**config.mk**
```make
export PLATFORM = sky130hd
export DESIGN_NAME = piso_frame_ctrl
export DESIGN_NICKNAME = d
export VERILOG_FILES = /design/src/rtl/piso_frame_ctrl.sv
export SDC_FILE = /design/constraint.sdc
export NUM_CORES = 1
export LEC_CHECK = 0
export CAP_MARGIN = 30
export CORE_MARGIN = 5
export CORE_UTILIZATION = 52
export DETAILED_ROUTE_END_ITERATION = 16
export GPL_ROUTABILITY_DRIVEN = 0
export PLACE_DENSITY_LB_ADDON = 0.05
export SKIP_LAST_GASP = 1
export SYNTH_ARGS = -nofsm -noshare
export SYNTH_HDL_FRONTEND = slang
export SYNTH_SLANG_ARGS = --single-unit
```
**constraint.sdc**
```tcl
create_clock -name clk -period 6 [get_ports clk]
set_clock_uncertainty 0.15 [all_clocks]
set_input_delay 1.8 -clock clk [delete_from_list [all_inputs] [get_ports clk]]
set_output_delay 1.8 -clock clk [all_outputs]
set_load 0.1 [all_outputs]
```
**src/rtl/piso_frame_ctrl.sv**
```systemverilog
`default_nettype none
// ============================================================================
// Module      : piso_frame_ctrl
// Description : Sequencer and N-bit load/shift register for a PISO link.
//               Words come in on a valid/ready handshake and go out MSB-first
//               on a bit-serial valid/ready handshake. An inter-frame gap and
//               abort are supported. Optional macro PISO_PARITY_EN appends
//               one even-parity bit to each frame.
// Revision    : 1.0 - initial release
// ============================================================================
module piso_frame_ctrl #(
    parameter int N   = 4,
    parameter int GAP = 1,
    parameter int CW  = 8
) (
    input  logic          clk,
    input  logic          clear_n,
    input  logic [N-1:0]  in_data,
    input  logic          in_valid,
    output logic          in_ready,
    input  logic          abort,
    output logic          shld,
    output logic          ser_out,
    output logic          ser_valid,
    input  logic          ser_ready,
    output logic          ser_first,
    output logic          ser_last,
    output logic          busy,
    output logic [CW-1:0] frame_cnt
);

    localparam int              c_CNTW    = $clog2(N);
    localparam logic [c_CNTW-1:0] c_CNT_TOP = c_CNTW'(N - 1);
    localparam int              c_GW      = (GAP > 1) ? $clog2(GAP) : 1;
    localparam logic [c_GW-1:0] c_GAP_TOP = c_GW'((GAP > 0) ? (GAP - 1) : 0);
    localparam bit              c_B2B     = (GAP == 0);
`ifdef PISO_PARITY_EN
    localparam bit              c_PAR_EN  = 1'b1;
`else
    localparam bit              c_PAR_EN  = 1'b0;
`endif

    typedef enum logic [1:0] {
        S_IDLE  = 2'd0,
        S_SHIFT = 2'd1,
        S_PAR   = 2'd2,
        S_GAP   = 2'd3
    } state_t;

    state_t              r_state, w_state_nx;
    logic [N-1:0]        r_shreg, w_shreg_nx;
    logic [c_CNTW-1:0]   r_cnt,   w_cnt_nx;
    logic [c_GW-1:0]     r_gap,   w_gap_nx;
    logic [CW-1:0]       r_frame_cnt, w_frame_nx;
    logic                r_par;
    logic                w_rdy;
    logic                w_accept;

    // Ready is gated by clear_n so it reads 0 while reset is held.
    always_comb begin
        w_rdy = 1'b0;
        case (r_state)
            S_IDLE:  w_rdy = ~abort;
            S_SHIFT: w_rdy = c_B2B && !c_PAR_EN && (r_cnt == '0) && ser_ready && !abort;
            S_PAR:   w_rdy = c_B2B && ser_ready && !abort;
            default: w_rdy = 1'b0;
        endcase
    end

    assign in_ready  = w_rdy & clear_n;
    assign w_accept  = in_valid & in_ready;
    assign frame_cnt = r_frame_cnt;

`ifdef PISO_PARITY_EN
    always_ff @(posedge clk or negedge clear_n) begin
        if (!clear_n) begin
            r_par <= 1'b0;
        end else if (w_accept) begin
            r_par <= ^in_data;
        end
    end
`else
    assign r_par = 1'b0;
`endif

    always_comb begin
        w_state_nx = r_state;
        w_shreg_nx = r_shreg;
        w_cnt_nx   = r_cnt;
        w_gap_nx   = r_gap;
        w_frame_nx = r_frame_cnt;
        shld       = (r_state != S_IDLE);
        busy       = (r_state != S_IDLE);
        ser_out    = 1'b0;
        ser_valid  = 1'b0;
        ser_first  = 1'b0;
        ser_last   = 1'b0;

        case (r_state)
            S_IDLE: begin
                if (w_accept) begin
                    w_shreg_nx = in_data;
                    w_cnt_nx   = c_CNT_TOP;
                    w_state_nx = S_SHIFT;
                end
            end

            S_SHIFT: begin
                ser_valid = 1'b1;
                ser_out   = r_shreg[N-1];
                ser_first = (r_cnt == c_CNT_TOP);
                ser_last  = (r_cnt == '0) && !c_PAR_EN;
                if (abort) begin
                    w_state_nx = S_IDLE;
                    w_shreg_nx = '0;
                end else if (ser_ready) begin
                    w_shreg_nx = {r_shreg[N-2:0], 1'b0};
                    w_cnt_nx   = r_cnt - c_CNTW'(1);
                    if (r_cnt == '0) begin
                        w_cnt_nx = '0;
                        if (c_PAR_EN) begin
                            w_state_nx = S_PAR;
                        end else begin
                            w_frame_nx = r_frame_cnt + CW'(1);
                            if (w_accept) begin
                                w_shreg_nx = in_data;
                                w_cnt_nx   = c_CNT_TOP;
                                w_state_nx = S_SHIFT;
                            end else if (c_B2B) begin
                                w_state_nx = S_IDLE;
                            end else begin
                                w_state_nx = S_GAP;
                                w_gap_nx   = c_GAP_TOP;
                            end
                        end
                    end
                end
            end

            S_PAR: begin
                ser_valid = 1'b1;
                ser_out   = r_par;
                ser_last  = 1'b1;
                if (abort) begin
                    w_state_nx = S_IDLE;
                    w_shreg_nx = '0;
                end else if (ser_ready) begin
                    w_frame_nx = r_frame_cnt + CW'(1);
                    if (w_accept) begin
                        w_shreg_nx = in_data;
                        w_cnt_nx   = c_CNT_TOP;
                        w_state_nx = S_SHIFT;
                    end else if (c_B2B) begin
                        w_state_nx = S_IDLE;
                    end else begin
                        w_state_nx = S_GAP;
                        w_gap_nx   = c_GAP_TOP;
                    end
                end
            end

            S_GAP: begin
                // Abort is deliberately ignored here; the gap always completes.
                if (r_gap == '0) begin
                    w_state_nx = S_IDLE;
                end else begin
                    w_gap_nx = r_gap - c_GW'(1);
                end
            end

            default: begin
                w_state_nx = S_IDLE;
            end
        endcase
    end

    always_ff @(posedge clk or negedge clear_n) begin
        if (!clear_n) begin
            r_state     <= S_IDLE;
            r_shreg     <= '0;
            r_cnt       <= '0;
            r_gap       <= '0;
            r_frame_cnt <= '0;
        end else begin
            r_state     <= w_state_nx;
            r_shreg     <= w_shreg_nx;
            r_cnt       <= w_cnt_nx;
            r_gap       <= w_gap_nx;
            r_frame_cnt <= w_frame_nx;
        end
    end

endmodule
`default_nettype wire

```
==> results of run 1 <==
-- per-layer routing --
| metal | track usage, % | vias up | routed length [um] |
|---|---|---|---|
| li1 | - | 422 | - |
| met5 | 0 | - | 0 |
| met2 | 31.10 | 23 | 1135 |
| met4 | 8.299 | 0 | 35 |
| met1 | 21.11 | 434 | 989 |
| met3 | 4.360 | 6 | 121 |
-- registers in the layout, summed over array words and instances (netlist names) --
register and flops:
frame_cnt 8, r_shreg 4, r_cnt 2, r_state 2
r_gap 1
-- cells by family (layout without fill, tap and decap cells) --
kind of cell	count (synthesis)	after routing	share of synthesized area, %
simple gates	34	34	18.60
xor+xnor	7	7	5.918
mux	4	4	5.072
compound gates	28	28	19.69
fa+ha+maj	5	5	6.039
flops	17	17	41.06
buf+inv	7	32	3.623
-- area by class of cell --
type,instances,share of cell area (%)
Clock buffer,3,1.700
Clock inverter,1,0.5666
Sequential cell,17,32.11
Multi-Input combinational cell,78,43.25
Tap cell,27,2.550
Timing Repair Buffer,24,18.70
Inverter,4,1.133
-- worst max-delay path by stage --
stage                    end  slack (ns)  depth (start not counted)
floorplan           ser_last        1.27                          3
global placement    in_ready        1.10                          4
detailed placement  in_ready        1.07                          4
CTS                 in_ready        1.07                          4
global route        in_ready        1.02                          4
finish              in_ready        1.10                          4
-- critical path: stages --
cell             delay, ns
clkdlybuf4s50_1       0.46
buf_4                 0.26
and3_1                0.24
buf_12                0.18
-- synthesized netlist by cell type (all sizes together) (2+ instances only) --
cell type  instances
o21a               2
or2                2
nor2               4
a21oi             11
mux2               4
buf                2
and3               4
nand2b             3
a221o              3
nand2              6
nand3              4
xnor2              6
dfrtp             17
o21ai              5
inv                4
a31oi              2
ha                 5
nand4              4
-- stage by stage --
step / hold WS [ns] / instance area [um2] / utilization [%]
floorplan: 0.2999 / 1036 / -
CTS: 0.3376 / 1325 / 68.95
finish: 0.3373 / 1325 / 68.95
global route: 0.3660 / 1325 / 68.95
detailed placement: 0.3219 / 1295 / 67.38
global placement: 0.3109 / 1295 / 67.38
-- placed cells by master, fill, tap and decap left out, types with 2 or more instances in the layout --
cell              n
nand3_1           4
and3_1            4
a21oi_1           9
nor2_1            4
nand2_1           6
inv_1             4
a31oi_1           2
dfrtp_1          17
nand4_1           4
o21ai_0           4
or2_1             2
a221o_1           3
mux2_4            2
xnor2_1           6
clkdlybuf4s50_1  22
o21a_1            2
ha_1              5
nand2b_1          3
clkbuf_4          3
==> qor.txt, run 1 <==
# H-tree levels -> 1
R2r setup slk -> 3.80 ns
Core area -> 1922 um2
Multi-input gate area -> 573.1 um2
CTS Buf Count -> 3
Hold endpoint -> frame_cnt[7]$_DFFE_PN0P_
Layout Cells excl Fill -> 154
Fraction of post-synthesis cell area in the top cell type by area -> 41.06%
Sequential Area -> 425.4 um2
Vias in the first global route -> 900
Post-synth EDFFs -> 0
Synth cell types -> 38
Max Clk Rate -> 204.0 MHz
Crit path from -> clear_n
Clock root buffer -> clkbuf_4
Number of fill cells -> 166
Global-route wire length before repair -> 3898 um
Status -> finished clean
Synth Flop Type -> dfrtp_1
Clock transition at path regs -> 0.11 ns
Reg2reg end -> frame_cnt[1]$_DFFE_PN0P_
Max Cap Viol -> 0
Wire per inst -> 14.81 um
Headroom to the max-slew limit -> 34.71%
RSZ-0062 raised after global routing -> no
DP Cell Count -> 150
Largest net degree at the start of global routing -> 21
Syn Area/Cell -> 10.16 um2
Die height -> 54.64 um
DRT Pass-1 Iters -> 4
Asr flop ratio synth -> 100.0%
Global route total overflow -> 0
Number of synthesized register bits -> 17
Starting Density -> 53.91%
Cts repair resizes -> 0
Die area -> 2985 um2
Die Span X -> 54.64 um
Yosys warns -> 0
Crit path DAT -> 2.95 ns
Diode count -> 0
Via count -> 885
Required time of the critical path -> 4.05 ns
Tmin final -> 4.903 ns
Startpoint of the worst hold path -> frame_cnt[7]$_DFFE_PN0P_
All-layer global routing usage -> 18.17%
Clk buf depth -> 2
Final ANT Viol Nets -> 0
I/O Buffers -> 23
DP Wirelength -> 1744 um
Hold path depth -> 1
Cts-stage hold buffer count -> 0
CP Launch Type -> primary input
Dominant cells by area after synthesis -> dfrtp_1 41%, ha_1 6.0%, xnor2_1 5.1%
Period utilization -> 81.71%
Area Overhead vs Synth -> 27.90%
# DRC -> 0
Worst-path fanout max -> 20
Worst r2r src -> r_state[1]$_DFFE_PN0P_
TritonCTS Sinks -> 17
Dominant cell type by area after synthesis -> dfrtp_1
Worst Setup Path Type -> in2out
Num rows -> 16
Initial antenna violation count -> 0
I/O pin cnt -> 24
Post-Syn Area -> 1036 um2
Syn_nets -> 116
Avg Vias per Cell -> 5.747
Actual slew at the worst max-slew pin -> 0.9763 ns
CTS tree -> built
Critical Path End Type -> output pin
Setup TNS -> 0 ns
R2R cell count -> 5
Post-synthesis sequential area ratio -> 41.06%
HP Class -> reg2reg
Setup slack after layout -> 1.097 ns
Place WS -> 1.066 ns
Fin nets -> 142
DRT iter0 DRCs -> 20
Share of cells above drive strength 1 -> 9.449%
Clock Latency Late Sink -> 0.30 ns
# setup viols final -> 0
Final Hold Vio Count -> 0
Post-synthesis cell count -> 102
Total Wirelength -> 2281 um
Max-slew violations -> 0
Total setup buffers inserted after CTS -> 0
Power of run 1 is left out: the tool's default activity adds up to more than one toggle a clock period on the data nets, which glitch-free logic cannot reach.
==> run 2, diff against run 1 <==
--- a/config.mk
+++ b/config.mk
@@ -7,7 +7,7 @@
 export LEC_CHECK = 0
 export CAP_MARGIN = 30
 export CORE_MARGIN = 5
-export CORE_UTILIZATION = 52
+export CORE_UTILIZATION = 49
 export DETAILED_ROUTE_END_ITERATION = 16
 export GPL_ROUTABILITY_DRIVEN = 0
 export PLACE_DENSITY_LB_ADDON = 0.05
==> constraint.sdc (replaced) <==
create_clock -name clk -period 4.6 [get_ports clk]
set_clock_uncertainty 0.15 [all_clocks]
set_input_delay 1.38 -clock clk [delete_from_list [all_inputs] [get_ports clk]]
set_output_delay 1.38 -clock clk [all_outputs]
set_load 0.1 [all_outputs]
==> run 2 against run 1 <==
  * Critical path depth did not move
  * Die area rose by 5.0%
  * Cell count did not move
  * First-iteration DRC count rose by 50%
  * Wire length rose by 4.9%
  * Register-to-register slack got worse by 1.4 ns
  * Worst setup slack got worse by 0.54 ns
  * Global-route usage fell by 1.2 points
  * Sequential share of layout area rose by 0.43 points
  * Largest cell class unchanged
==> qor.txt, run 2 (same netlist as run 1, synthesis figures left out) <==
Status -> finished clean
RSZ-0062 raised after global routing -> no
Fin nets -> 142 (unchanged)
All-layer global routing usage -> 16.99% (-1.2 points)
Wire per inst -> 15.54 um (+4.9%)
R2R cell count -> 5 (unchanged)
DRT iter0 DRCs -> 30 (+50%)
DP Cell Count -> 150 (unchanged)
Headroom to the max-slew limit -> 34.82% (+0.11 points)
Max FFs per register -> 8 (unchanged)
DP Wirelength -> 1741 um (-0.17%)
Max-slew violations -> 0 (unchanged)
Core area -> 1982 um2 (+3.1%)
Diode count -> 0 (unchanged)
Worst Path Buf+Inv -> 3 (unchanged)
Reg2reg end -> frame_cnt[1]$_DFFE_PN0P_
Final core utilization -> 65.97% (-3.0 points)
CTS Buf Count -> 3 (unchanged)
Actual slew at the worst max-slew pin -> 0.9746 ns (-0.001689 ns)
Die area -> 3134 um2 (+5.0%)
Cts repair resizes -> 0 (unchanged)
I/O Buffers -> 23 (unchanged)
Via count -> 906 (+2.4%)
Starting Density -> 52.27% (-1.6 points)
Avg Vias per Cell -> 5.883 (+2.4%)
Critical Path End Type -> output pin
Period utilization -> 87.89%
Die Span X -> 55.98 um (+2.5%)
Final Hold Vio Count -> 0 (unchanged)
Vias in the first global route -> 908 (+0.89%)
Area Overhead vs Synth -> 26.21%
Tmin final -> 4.043 ns
Worst r2r src -> r_state[1]$_DFFE_PN0P_
Clk buf depth -> 2 (unchanged)
Global route total overflow -> 0 (unchanged)
Max Clk Rate -> 247.3 MHz
Max stage delay on crit path -> 0.61 ns (+0.15 ns)
Num rows -> 16 (unchanged)
# setup viols final -> 0 (unchanged)
DRT Pass-1 Iters -> 4 (unchanged)
Largest net degree at the start of global routing -> 20 (-4.8%)
Hold path depth -> 1 (unchanged)
Layout Cells excl Fill -> 154 (unchanged)
Global-route wire length before repair -> 4257 um (+9.2%)
Share of cells above drive strength 1 -> 14.17% (+4.7 points)
Crit path DAT -> 2.51 ns (-0.44 ns)
CP Launch Type -> primary input
Startpoint of the worst hold path -> r_shreg[0]$_DFFE_PN0P_
Setup TNS -> 0 ns (unchanged)
Worst Setup Path Type -> in2out
Total setup buffers inserted after CTS -> 0 (unchanged)
R2r setup slk -> 2.38 ns (-1.42 ns)
Commonest non-fill, non-tap cell in the layout -> dfrtp_1
Max Cap Viol -> 0 (unchanged)
HP Class -> reg2reg
# H-tree levels -> 1 (unchanged)
Slowest-stage cell, CP -> clkdlybuf4s50_1
I/O pin cnt -> 24 (unchanged)
Largest delay contributor family on the critical path -> buffers and inverters
Clock Latency Late Sink -> 0.29 ns (about the same)
# DRC -> 0 (unchanged)
Most frequent cells in the layout -> 17 x dfrtp_1, 16 x clkdlybuf4s50_1, 9 x a21oi_1
Required time of the critical path -> 3.07 ns (-0.98 ns)
Hold endpoint -> r_shreg[0]$_DFFE_PN0P_
Final ANT Viol Nets -> 0 (unchanged)
TritonCTS Sinks -> 17 (unchanged)
Clock root buffer -> clkbuf_4
Worst-path fanout max -> 8 (-60%)
CTS tree -> built
Initial antenna violation count -> 0 (unchanged)
Cts-stage hold buffer count -> 0 (unchanged)
Total Wirelength -> 2393 um (+4.9%)
Crit path cell chain -> clkdlybuf4s50_1 -> inv_1 -> and3_1 -> buf_12
Die height -> 55.98 um (+2.5%)
Clock transition at path regs -> 0.10 ns (about the same)
-- run 2: changes by cell type in the layout (fill, tap and decap cells not counted) --
cell and change:
buf_4 +6, clkdlybuf4s50_1 -6, clkinv_2 +1, clkinvlp_4 -1
-- run 2: worst max path at each step --
stage	endpoint	depth (start not counted)	startpoint	slack, ns
detailed placement	in_ready	4	abort	0.59
finish	in_ready	4	abort	0.56
floorplan	ser_last	3	r_state[0]$_DFFE_PN0P_	0.29
global route	in_ready	4	abort	0.49
global placement	in_ready	4	abort	0.64
CTS	in_ready	4	abort	0.59
-- run 2: through the flow --
stage,hold slack [ns],setup WS (ns),instance area (um2)
final,0.3436,0.5570,1308
after global routing,0.3737,0.4937,1308
after CTS,0.3476,0.5851,1308
after detailed placement,0.3181,0.5892,1280
after global placement,0.3088,0.6421,1280
after floorplan,0.2999,0.2866,1036
-- run 2: area by class of cell --
| type | instances | area (um2) |
|---|---|---|
| multi-input combinational | 78 | 573.1 |
| clock inverter | 1 | 5.005 |
| tap | 27 | 33.78 |
| clock buffer | 3 | 22.52 |
| sequential | 17 | 425.4 |
| fill | 150 | 674.4 |
| timing repair buffer | 24 | 232.7 |
| inverter | 4 | 15.01 |
-- run 2: layer usage --
metal	wire (um)	share of wire (%)	GRT usage [%]	vias up
met5	0	0	0	-
met4	15	0.63	6.441	0
met3	151	6.3	3.944	2
met2	1174	49	28.55	37
met1	1052	44	20.94	440
li1	-	-	-	427
Power of run 2 is left out for the same reason.
